## config.mk

```make
export PLATFORM = sky130hd
export DESIGN_NAME = de2_115_camera_addr_sequencer
export DESIGN_NICKNAME = d
export VERILOG_FILES = /design/src/rtl/de2_115_camera_addr_sequencer.sv
export SDC_FILE = /design/constraint.sdc
export NUM_CORES = 1
export LEC_CHECK = 0
export BUFFER_PORTS_ARGS = -buffer_cell sky130_fd_sc_hd__buf_2
export CORE_ASPECT_RATIO = 0.9
export CORE_MARGIN = 2
export CORE_UTILIZATION = 52
export CTS_CLUSTER_DIAMETER = 150
export DETAILED_ROUTE_END_ITERATION = 6
export PLACE_DENSITY = 0.88
export SLEW_MARGIN = 20
export SYNTH_ARGS = -nofsm -noshare
export SYNTH_HDL_FRONTEND = slang
export SYNTH_SLANG_ARGS = --single-unit
```

## constraint.sdc

```tcl
create_clock -name clk -period 7.4 [get_ports clk]
set_input_delay 1.48 -clock clk [delete_from_list [all_inputs] [get_ports clk]]
set_output_delay 1.48 -clock clk [all_outputs]
set_load 0.01 [all_outputs]
```

## src/rtl/de2_115_camera_addr_sequencer.sv

```systemverilog
// ---------------------------------------------------------------------------
// de2_115_camera_addr_sequencer
//
// Avalon-MM slave that owns an address/index register (DATA) and drives it to
// the camera read path on out_port. Software can load, bit-set or bit-clear
// DATA. Camera logic can also step DATA by STEP on each advance pulse, with a
// wrap back to 0 when the result would exceed LIMIT. Every wrap sets a sticky
// WRAP flag, bumps a saturating 16-bit wrap counter and can raise an irq.
//
// Ports:
//   clk, reset     - single clock, synchronous active-high reset
//   address        - register select (0 DATA, 1 SET, 2 CLEAR, 3 STEP,
//                    4 LIMIT, 5 CTRL, 6 STATUS, 7 reserved)
//   chipselect     - slave select; a write needs chipselect=1, write_n=0
//   write_n        - active-low write strobe
//   writedata      - 32-bit write data
//   readdata       - combinational zero-extended read data
//   advance        - single-cycle step request from the camera logic
//   out_port       - current DATA value
//   update_strobe  - one-cycle pulse aligned with each new DATA value
//   irq            - registered WRAP & irq_en
// ---------------------------------------------------------------------------
`timescale 1ns/1ps
module de2_115_camera_addr_sequencer #(
    parameter int DATA_WIDTH  = 12,
    parameter int RESET_VALUE = 0,
    parameter int STEP_RESET  = 1
) (
    input  logic                  clk,
    input  logic                  reset,
    input  logic [2:0]            address,
    input  logic                  chipselect,
    input  logic                  write_n,
    input  logic [31:0]           writedata,
    output logic [31:0]           readdata,
    input  logic                  advance,
    output logic [DATA_WIDTH-1:0] out_port,
    output logic                  update_strobe,
    output logic                  irq
);

    localparam logic [2:0] A_DATA   = 3'd0;
    localparam logic [2:0] A_SET    = 3'd1;
    localparam logic [2:0] A_CLEAR  = 3'd2;
    localparam logic [2:0] A_STEP   = 3'd3;
    localparam logic [2:0] A_LIMIT  = 3'd4;
    localparam logic [2:0] A_CTRL   = 3'd5;
    localparam logic [2:0] A_STATUS = 3'd6;

    localparam logic [DATA_WIDTH-1:0] DATA_RST = DATA_WIDTH'(RESET_VALUE);
    localparam logic [DATA_WIDTH-1:0] STEP_RST = DATA_WIDTH'(STEP_RESET);

    logic [DATA_WIDTH-1:0] data_q, data_d;
    logic [DATA_WIDTH-1:0] step_q, step_d;
    logic [DATA_WIDTH-1:0] limit_q, limit_d;
    logic [1:0]            ctrl_q, ctrl_d;     // bit0 auto_en, bit1 irq_en
    logic                  wrap_q, wrap_d;
    logic [15:0]           wcnt_q, wcnt_d;
    logic                  strobe_q, strobe_d;
    logic                  irq_q, irq_d;

    logic                  wr_en;
    logic                  data_wr;
    logic                  adv_ok;
    logic                  wrap_evt;
    logic [DATA_WIDTH:0]   sum;
    logic [DATA_WIDTH-1:0] wd;

    // Only the low DATA_WIDTH bits matter for the data registers; the rest of
    // writedata is consumed by CTRL/STATUS decoding or intentionally dropped.
    logic unused_wd;
    assign unused_wd = ^writedata;

    assign wd = writedata[DATA_WIDTH-1:0];

    always_comb begin
        wr_en    = chipselect & ~write_n;
        // Any software write to DATA/SET/CLEAR takes priority over an advance.
        data_wr  = wr_en & (address <= A_CLEAR);
        adv_ok   = advance & ctrl_q[0] & ~data_wr;
        // One extra bit so the compare against LIMIT sees carry-out.
        sum      = {1'b0, data_q} + {1'b0, step_q};
        wrap_evt = adv_ok & (sum > {1'b0, limit_q});

        data_d   = data_q;
        step_d   = step_q;
        limit_d  = limit_q;
        ctrl_d   = ctrl_q;
        wrap_d   = wrap_q;
        wcnt_d   = wcnt_q;

        if (adv_ok)
            data_d = wrap_evt ? '0 : sum[DATA_WIDTH-1:0];

        if (wr_en) begin
            case (address)
                A_DATA:   data_d  = wd;
                A_SET:    data_d  = data_q | wd;
                A_CLEAR:  data_d  = data_q & ~wd;
                A_STEP:   step_d  = wd;
                A_LIMIT:  limit_d = wd;
                A_CTRL:   ctrl_d  = writedata[1:0];
                A_STATUS: begin
                    if (writedata[0])  wrap_d = 1'b0;
                    if (writedata[31]) wcnt_d = '0;
                end
                default: ;
            endcase
        end

        // Applied after the W1C so a wrap in the same cycle keeps WRAP set.
        if (wrap_evt) begin
            wrap_d = 1'b1;
            if (wcnt_d != 16'hFFFF)
                wcnt_d = wcnt_d + 16'd1;
        end

        strobe_d = data_wr | adv_ok;
        irq_d    = wrap_q & ctrl_q[1];
    end

    always_ff @(posedge clk) begin
        if (reset) begin
            data_q   <= DATA_RST;
            step_q   <= STEP_RST;
            limit_q  <= '1;
            ctrl_q   <= '0;
            wrap_q   <= 1'b0;
            wcnt_q   <= '0;
            strobe_q <= 1'b0;
            irq_q    <= 1'b0;
        end else begin
            data_q   <= data_d;
            step_q   <= step_d;
            limit_q  <= limit_d;
            ctrl_q   <= ctrl_d;
            wrap_q   <= wrap_d;
            wcnt_q   <= wcnt_d;
            strobe_q <= strobe_d;
            irq_q    <= irq_d;
        end
    end

    always_comb begin
        readdata = 32'd0;
        case (address)
            A_DATA, A_SET, A_CLEAR: readdata = 32'(data_q);
            A_STEP:                 readdata = 32'(step_q);
            A_LIMIT:                readdata = 32'(limit_q);
            A_CTRL:                 readdata = {30'd0, ctrl_q};
            A_STATUS:               readdata = {wcnt_q, 15'd0, wrap_q};
            default:                readdata = 32'd0;
        endcase
    end

    assign out_port      = data_q;
    assign update_strobe = strobe_q;
    assign irq           = irq_q;

endmodule

```

* After elaboration in Yosys (flattened, before gate mapping)
Cells that the tools add are included.
Storage, ports and cells: register bits after elaboration 57, bits of input ports 40, logic and storage cells 54
Operators by class: $add $sub $neg 2, magnitude comparators 2, equality and inequality tests 7, mux-type cells 14, bitwise logic cells 12, reduce and logical (&&, ||, !) cells 9
Operators with widths (count):
- 32-bit one-hot mux with 5 select lines | 1
- 16-bit 2-to-1 mux | 5
- 12-bit 2-to-1 mux | 3
- 12-bit one-hot mux with 3 select lines | 1
- 16-bit by 1-bit adder with 16-bit output, second input constant | 1
- 16-bit inequality test, second input constant | 1
- 12-bit by 12-bit adder with 13-bit output | 1
- 13-bit by 12-bit greater-than comparator with 1-bit output | 1
- 12-bit AND | 1
- 12-bit NOT | 1
- 12-bit bitwise OR | 1
- 3-bit == test, second input constant | 3
- 1-bit AND | 6
- 3-bit by 2-bit == test with 1-bit output, second input constant | 2
- 2-bit AND reduction | 3
- 2-bit nonzero test | 3
- 1-bit 2-to-1 mux | 4
- 3-bit by 1-bit == test with 1-bit output, second input constant | 1
- 3-bit by 2-bit <= comparator with 1-bit output, second input constant | 1
- 3-bit logical NOT | 1
- 3-bit AND reduction | 1
- 3-bit OR reduction | 1
- 1-bit NOT | 2
- 1-bit bitwise OR | 1

* Depth between registers and ports, before layout
Gate-level depths: netlist of the first run.
word-level depth 10, mapped depth 17, depth with buffers taken out 15

* Worst setup path after synthesis of the first run
OpenSTA, ideal clock, no wires.
path type input port to output port, start point input address[0], end point output readdata[10], arrival 2583 ps, data required time 5920 ps, setup slack 3337 ps, stages on the path 5, buffers on the path 2, cells stage by stage clkbuf_1 -> clkbuf_1 -> nor2_1 -> a22oi_1 -> o22ai_1
On the way: cells in the longest elaborated chain, start to end 3
RTL lines:
- start: declaration | line 31 | input logic [2:0] address,
- 3-bit by 1-bit == test with 1-bit output, or another cell as far along | line 146 | case (address)
- 3-bit OR reduction | line 146
- 32-bit one-hot mux with 5 select lines (*) | line 146
- end: declaration | line 35 | output logic [31:0] readdata,
Mark *: on every way between the ends. The rest lies on a longest branch, timed or not.

* Final worst setup path of the first run
start point input address[2], end point output readdata[8]
Same word-level chain as after synthesis.

==> run_results.csv, run 1 <==
group,metric,value,unit
logic_synthesis,yosys-top-cells-count,"dfxtp_1, nand2_1, a21oi_1, nor2_1, ha_1",
cells_and_area,diodes,0,
place,dp.cells,633,
drt,via_count,4139,
run_status,status,"complete, no violations",
pwr,ir_drop,93.4,uV
drt,ant_nets,0,
global_routing,grt_max_degree,33,
logic_synthesis,synthAdderAreaFrac,8.19,%
clock_network,holdBufCountCts,0,
logic_synthesis,synth_area_leaders,"dfxtp_1, ha_1, a21oi_1",
drt,firstDrtPassIters,6,
critical_path,path_class,"in2out",
logic_synthesis,synth_cell_types,61,
floorplan,coreArea,7540,um^2
logic_synthesis,synth_edf_count,0,
clock_network,clock-sinks,57,
global_routing,grt_overflow,0,
logic_synthesis,synth_top_family_by_area,"simple AND/OR/NAND/NOR gates",
logic_synthesis,synth_most_common_cell,"dfxtp_1",
logic_synthesis,synthArstFlopShare,0,%
clock_network,cts_setup_buffers,0,
logic_synthesis,syn_area,4060,um^2
clock_network,path_clk_slew,0.06,ns
global_routing,grt_pass1_vias,3761,
critical_path,cp.arrival,3.84,ns
pwr,leakagePower,2.15,nW
floorplan,die_w,97.2,um
sta,slew_viol_final,0,
logic_synthesis,synth_ff_type,"dfxtp_1",
floorplan,ios,86,
clock_network,clockBufferDepth,2,
clock_network,cts_tree,"done",
flow_run,max-cap-violations,0,
logic_synthesis,syn_inst,503,
clock_network,cts_root_buffer,"clkbuf_8",
logic_synthesis,seq_area_frac_synth,28.1,%
sta,setup_tns,0,ns
logic_synthesis,synth_compound_area_share,23.0,%
logic_synthesis,synth.area.mux_share,4.74,%
floorplan,rows,30,
clock_network,postCtsResizedCells,0,
sta,rsz0062_at_grt,"false",
clock_network,cts_made_buffers,9,
critical_path,crit_path_end_kind,"primary output",
sta,hold_viol,0,
logic_synthesis,synth_top_area_share,28.1,%
sta,max_slew_margin,30.0,%
cells_and_area,fin_nets,614,
global_routing,grt_first_pass_wirelength,18700,um
drt,post_drt_wl_per_cell,18.0,um
sta,finalClockSkew,0.0107,ns
clock_network,worstSkewPairLatency,0.36,ns
place,dp_hpwl,7770,um
global_routing,antenna_found_initial,0,
logic_synthesis,ys_ff_latch,57,
logic_synthesis,synth_top_area_cell,"dfxtp_1",
critical_path,crit_required,5.92,ns
place,port_buffers,62,
cells_and_area,drive_gt1_share,18.1,%
sta,timing.fmax,188,MHz
global_routing,grt_use_total,27.1,%
logic_synthesis,avgSynthCellArea,8.08,um^2
sta,setup_viol,0,
critical_path,path_max_fanout,24,
logic_synthesis,yosys.area_share.simple,27.5,%
sta,min_period,5.32,ns
sta,fin_crit_sh,71.9,%
cells_and_area,layoutNonFillerInstCount,647,
worst_hold_path,min_path_type,"reg2reg",
drt,drtIter0Drc,391,
pwr,powerDensity,148,nW/um^2
logic_synthesis,synth_xor_area_share,2.37,%
floorplan,fp.dieH,87.9,um
logic_synthesis,yosysWarnings,0,
drt,routed_wl,11700,um
cells_and_area,fillers,652,
clock_network,htree_levels,3,
cells_and_area,syn2layout_area_growth,11.3,%
floorplan,initial_core_util,53.8,%
sta,worst_pin_slew,1.05,ns
drt,avgViaCountPerCell,6.40,
floorplan,dieArea,8540,um^2
critical_path,crit_path_start_kind,"primary input",
place,place.gp.congestion,0.941,
drt,drc,0,
## final timing paths
kind | endpoint | cells past startpoint | slack (ns) | startpoint
hold reg to reg | wcnt_q[15]$_SDFF_PP0_ | 2 | 0.49 | wcnt_q[15]$_SDFF_PP0_
hold / removal | wcnt_q[15]$_SDFF_PP0_ | 2 | 0.49 | wcnt_q[15]$_SDFF_PP0_
setup reg to reg | wcnt_q[6]$_SDFF_PP0_ | 15 | 2.57 | out_port[0]$_SDFF_PP0_
setup / recovery | readdata[8] | 6 | 2.08 | address[2]
## report_power, final
group	internal (W)	total [W]	switching [W]
logic	0.0000329	0.0000938	0.0000608
clock network	0.000136	0.000258	0.000122
registers	0.000312	0.000318	0.00000604
## area by class of cell
| cell class | count | area (um^2) | area share [%] |
|---|---|---|---|
| Multi-Input combinational cell | 395 | 2690 | 59.5 |
| Sequential cell | 57 | 1140 | 25.2 |
| Timing Repair Buffer | 65 | 333 | 7.36 |
| Clock buffer | 14 | 163 | 3.60 |
| Tap cell | 96 | 120 | 2.66 |
| Inverter | 20 | 75.1 | 1.66 |
## metal layers
| layer | global-route usage [%] | vias up | wire (um) |
|---|---|---|---|
| li1 | - | 1912 | - |
| met1 | 35.9 | 1943 | 4830 |
| met4 | 10.1 | 0 | 279 |
| met5 | 0 | - | 0 |
| met2 | 43.5 | 251 | 5370 |
| met3 | 6.23 | 33 | 1190 |
## sequential cells by signal (all words and copies together) (netlist names)
register / cells
ctrl_q: 2
irq: 1
limit_q: 12
out_port: 12
step_q: 12
update_strobe: 1
wcnt_q: 16
wrap_q: 1
## critical path, stage by stage
cell and delay (ns):
buf_2 0.43, inv_1 0.43, nor2_1 0.86, a22oi_1 0.17, o22ai_1 0.28, buf_2 0.19
## placed cells by master (no fill, tap or decap), types with 5 or more instances in the layout
| cell type | count |
|---|---|
| nand2_1 | 47 |
| o22ai_1 | 11 |
| nor2_1 | 35 |
| a221oi_2 | 5 |
| and2_1 | 21 |
| nor3b_1 | 9 |
| dfxtp_1 | 57 |
| a211oi_1 | 7 |
| a22oi_1 | 11 |
| nand2b_1 | 7 |
| nand4_1 | 9 |
| a21o_1 | 5 |
| nand3_1 | 20 |
| mux2i_1 | 17 |
| o211ai_1 | 14 |
| a21oi_1 | 41 |
| o21ai_0 | 12 |
| clkbuf_8 | 11 |
| xnor2_1 | 8 |
| nor2b_1 | 18 |
| inv_1 | 19 |
| and3_1 | 16 |
| buf_2 | 62 |
| ha_1 | 25 |
## cells by family (layout without fill, tap and decap cells)
logic type                 Yosys count  count (layout)
adders and majority gates           26              26
AOI/OAI and AO/OA                  131             131
DFF                                 57              57
and+or+nand+nor                    204             204
other                                1               4
buffers and inverters               54              99
muxes                               19              19
xor gates and xnor gates            11              11
## per-stage QoR
stage / hold WS, ns / setup slack (ns) / total power, W / cell area (um^2) / utilization, %
3_3_place_gp: 0.476 / 2.31 / 0.000412 / 4360 / 57.8
4_1_cts: 0.495 / 2.24 / 0.000667 / 4520 / 59.9
6_report: 0.492 / 2.08 / 0.000671 / 4520 / 59.9
5_1_grt: 0.508 / 2.09 / 0.000693 / 4520 / 59.9
3_5_place_dp: 0.487 / 2.27 / 0.000415 / 4360 / 57.8
2_1_floorplan: 0.451 / 3.34 / 0.000385 / 4070 / -
No activity file was read; power rests on OpenSTA's default activity.
==> run 2, diff against run 1 <==
CORE_UTILIZATION = 50   (was 52)
clock period = 4.3 ns   (was 7.4 ns; I/O delays follow)
==> run 2 against run 1 <==
Net effect:
- clock power is 130% higher
- final cell count grew 2.8%
- sequential cell count did not move
- first-iteration DRC count fell by 2.0%
- sequential share of layout area down 1.1 points
- routed wire length is 5.8% higher
- setup slack got worse by 1.9 ns
- non-clock buffer count grew 12
- clock skew grew 0.00081 ns
- register-to-register slack got worse by 2.4 ns
- final area up 4.8%
- hold slack got worse by 0.0063 ns
- largest cell class unchanged
- largest power group is now the clock network
==> run_results.csv, run 2 (synthesis results as in run 1) <==
group,metric,value,unit
clock_network,holdBufCountCts,0,
pwr,power_switching,0.000342,W
cells_and_area,drive_gt1_share,22.1,%
global_routing,grt_pass1_vias,3903,
pwr,powerDensity,277,nW/um^2
pwr,leakagePower,2.25,nW
drt,drtIter0Drc,383,
drt,drc,0,
sta,fin_crit_sh,96.3,%
place,dp_hpwl,8110,um
cells_and_area,regMostFlops,"wcnt_q",
critical_path,crit_path_end_kind,"register",
floorplan,coreArea,7950,um^2
critical_path,path_max_fanout,5,
critical_path,crit_required,4.56,ns
floorplan,dieArea,8860,um^2
clock_network,path_clk_slew,0.07,ns
floorplan,fp.dieH,89.5,um
global_routing,grt_overflow,0,
critical_path,crit_family,"compound AO/OA/AOI/OAI gates",
clock_network,clock-sinks,57,
sta,timing.fmax,242,MHz
sta,worst_pin_slew,0.962,ns
critical_path,crit_path_start_kind,"register",
drt,post_drt_wl_per_cell,18.6,um
cells_and_area,final_common_cell,"buf_2",
cells_and_area,layout_common_cells,"buf_2, dfxtp_1, nand2_1",
clock_network,htree_levels,3,
clock_network,cts_tree,"done",
global_routing,grt_max_degree,33,
global_routing,grt_first_pass_wirelength,19100,um
clock_network,cts_made_buffers,9,
floorplan,die_w,99.0,um
floorplan,initial_core_util,51.1,%
cells_and_area,fin_nets,628,
clock_network,worstSkewPairLatency,0.35,ns
sta,finalClockSkew,0.0115,ns
cells_and_area,diodes,0,
place,port_buffers,62,
pwr,seqPwrFrac,41.7,%
floorplan,rows,31,
cells_and_area,finish.utilization,59.6,%
pwr,sw_frac_of_total,26.1,%
drt,via_count,4250,
sta,hold_viol,0,
sta,max_slew_margin,35.6,%
critical_path,cp.arrival,4.40,ns
sta,fin_ws,0.160,ns
sta,min_period,4.14,ns
drt,avgViaCountPerCell,6.39,
worst_hold_path,min_path_type,"reg2reg",
clock_network,cts_root_buffer,"clkbuf_8",
pwr,ir_drop,144,uV
run_status,status,"complete, no violations",
pwr,internal_power,0.000970,W
critical_path,slowest_delay,0.40,ns
critical_path,path_common_cell,"ha_1",
global_routing,antenna_found_initial,0,
cells_and_area,syn2layout_area_growth,16.7,%
global_routing,grt_use_total,27.2,%
critical_path,path_class,"reg2reg",
floorplan,ios,86,
critical_path,path_cells,"ha_1 > fa_2 > a211oi_2 > o211ai_1 > a31o_2 > a21oi_1 > xnor2_1 > ha_1 > and3_4 > and3_1 > nor3b_4 > a2111oi_4 > buf_4 > and2_4 > nand3_1 > a311oi_1",
flow_run,max-cap-violations,0,
sta,slew_viol_final,0,
critical_path,slowest_stage,"a2111oi_4",
cells_and_area,largest_register_ffs,16,
cells_and_area,finish.instance_area,4740,um^2
sta,hold_slack,0.486,ns
clock_network,cts_setup_buffers,0,
place,dp_slack,-0.0747,ns
drt,routed_wl,12300,um
pwr,combPwrFrac,13.0,%
place,placed_area,4450,um^2
critical_path,r2r_setup_slack,0.16,ns
place,place.gp.congestion,0.896,
pwr,clkPwrFrac,45.3,%
drt,firstDrtPassIters,5,
clock_network,clockBufferDepth,2,
drt,ant_nets,0,
critical_path,path_buf_inv,1,
sta,setup_viol,0,
-- run 2: worst paths after layout --
path,start,endpoint,cells after the start
max,step_q[0]$_SDFFE_PP1P_,out_port[1]$_SDFF_PP0_,16
min,wcnt_q[4]$_SDFF_PP0_,wcnt_q[4]$_SDFF_PP0_,2
max reg2reg,step_q[0]$_SDFFE_PP1P_,out_port[1]$_SDFF_PP0_,16
min reg2reg,wcnt_q[4]$_SDFF_PP0_,wcnt_q[4]$_SDFF_PP0_,2
-- run 2: cell type report --
cell class	count	area, um^2
sequential	57	1140
inverter	20	75.1
tap	99	124
clock inverter	2	60.1
fill	654	3210
clock buffer	13	169
timing repair buffer	77	423
multi-input combinational	397	2750
-- run 2: per-layer routing --
metal / global-route usage, % / up-vias / part of all wire (%)
met4: 16.3 / 0 / 4.1
met5: 0 / - / 0
met1: 35.8 / 1939 / 40
met2: 42.3 / 297 / 45
met3: 4.53 / 60 / 10
li1: - / 1954 / -
-- run 2: power by group through the flow --
stage,combinational (W),sequential (W),clock [W]
5_1_grt,0.000185,0.000548,0.000611
2_1_floorplan,0.000103,0.000559,0
4_1_cts,0.000166,0.000547,0.000589
3_3_place_gp,0.000158,0.000558,0
6_report,0.000171,0.000547,0.000594
3_5_place_dp,0.000164,0.000558,0
-- run 2: repair_timing --
| item | in CTS | in global routing |
|---|---|---|
| pin swaps | 0 | 3 |
| cloned | 0 | 2 |
| gates resized for setup | 2 | 7 |
| endpoints found under the setup margin | 8 | 15 |
-- run 2: worst register-to-register path, delay by kind of cell, from the launching register on --
kind / cells / cell delay (ns)
AO/OA/AOI/OAI: 6 / 1.59
XOR/XNOR: 1 / 0.16
adder cells (fa/ha/maj): 3 / 0.88
buffers and inverters: 1 / 0.22
flip-flops: 1 / 0.33
AND/OR/NAND/NOR: 5 / 0.86
-- run 2: metrics by stage --
| step | setup TNS, ns | total power, W | std cells |
|---|---|---|---|
| 2_1_floorplan | 0 | 0.000662 | 506 |
| 3_3_place_gp | 0 | 0.000715 | 648 |
| 3_5_place_dp | -0.0974 | 0.000722 | 648 |
| 4_1_cts | 0 | 0.00130 | 663 |
| 5_1_grt | -0.00512 | 0.00134 | 665 |
| 6_report | 0 | 0.00131 | 665 |
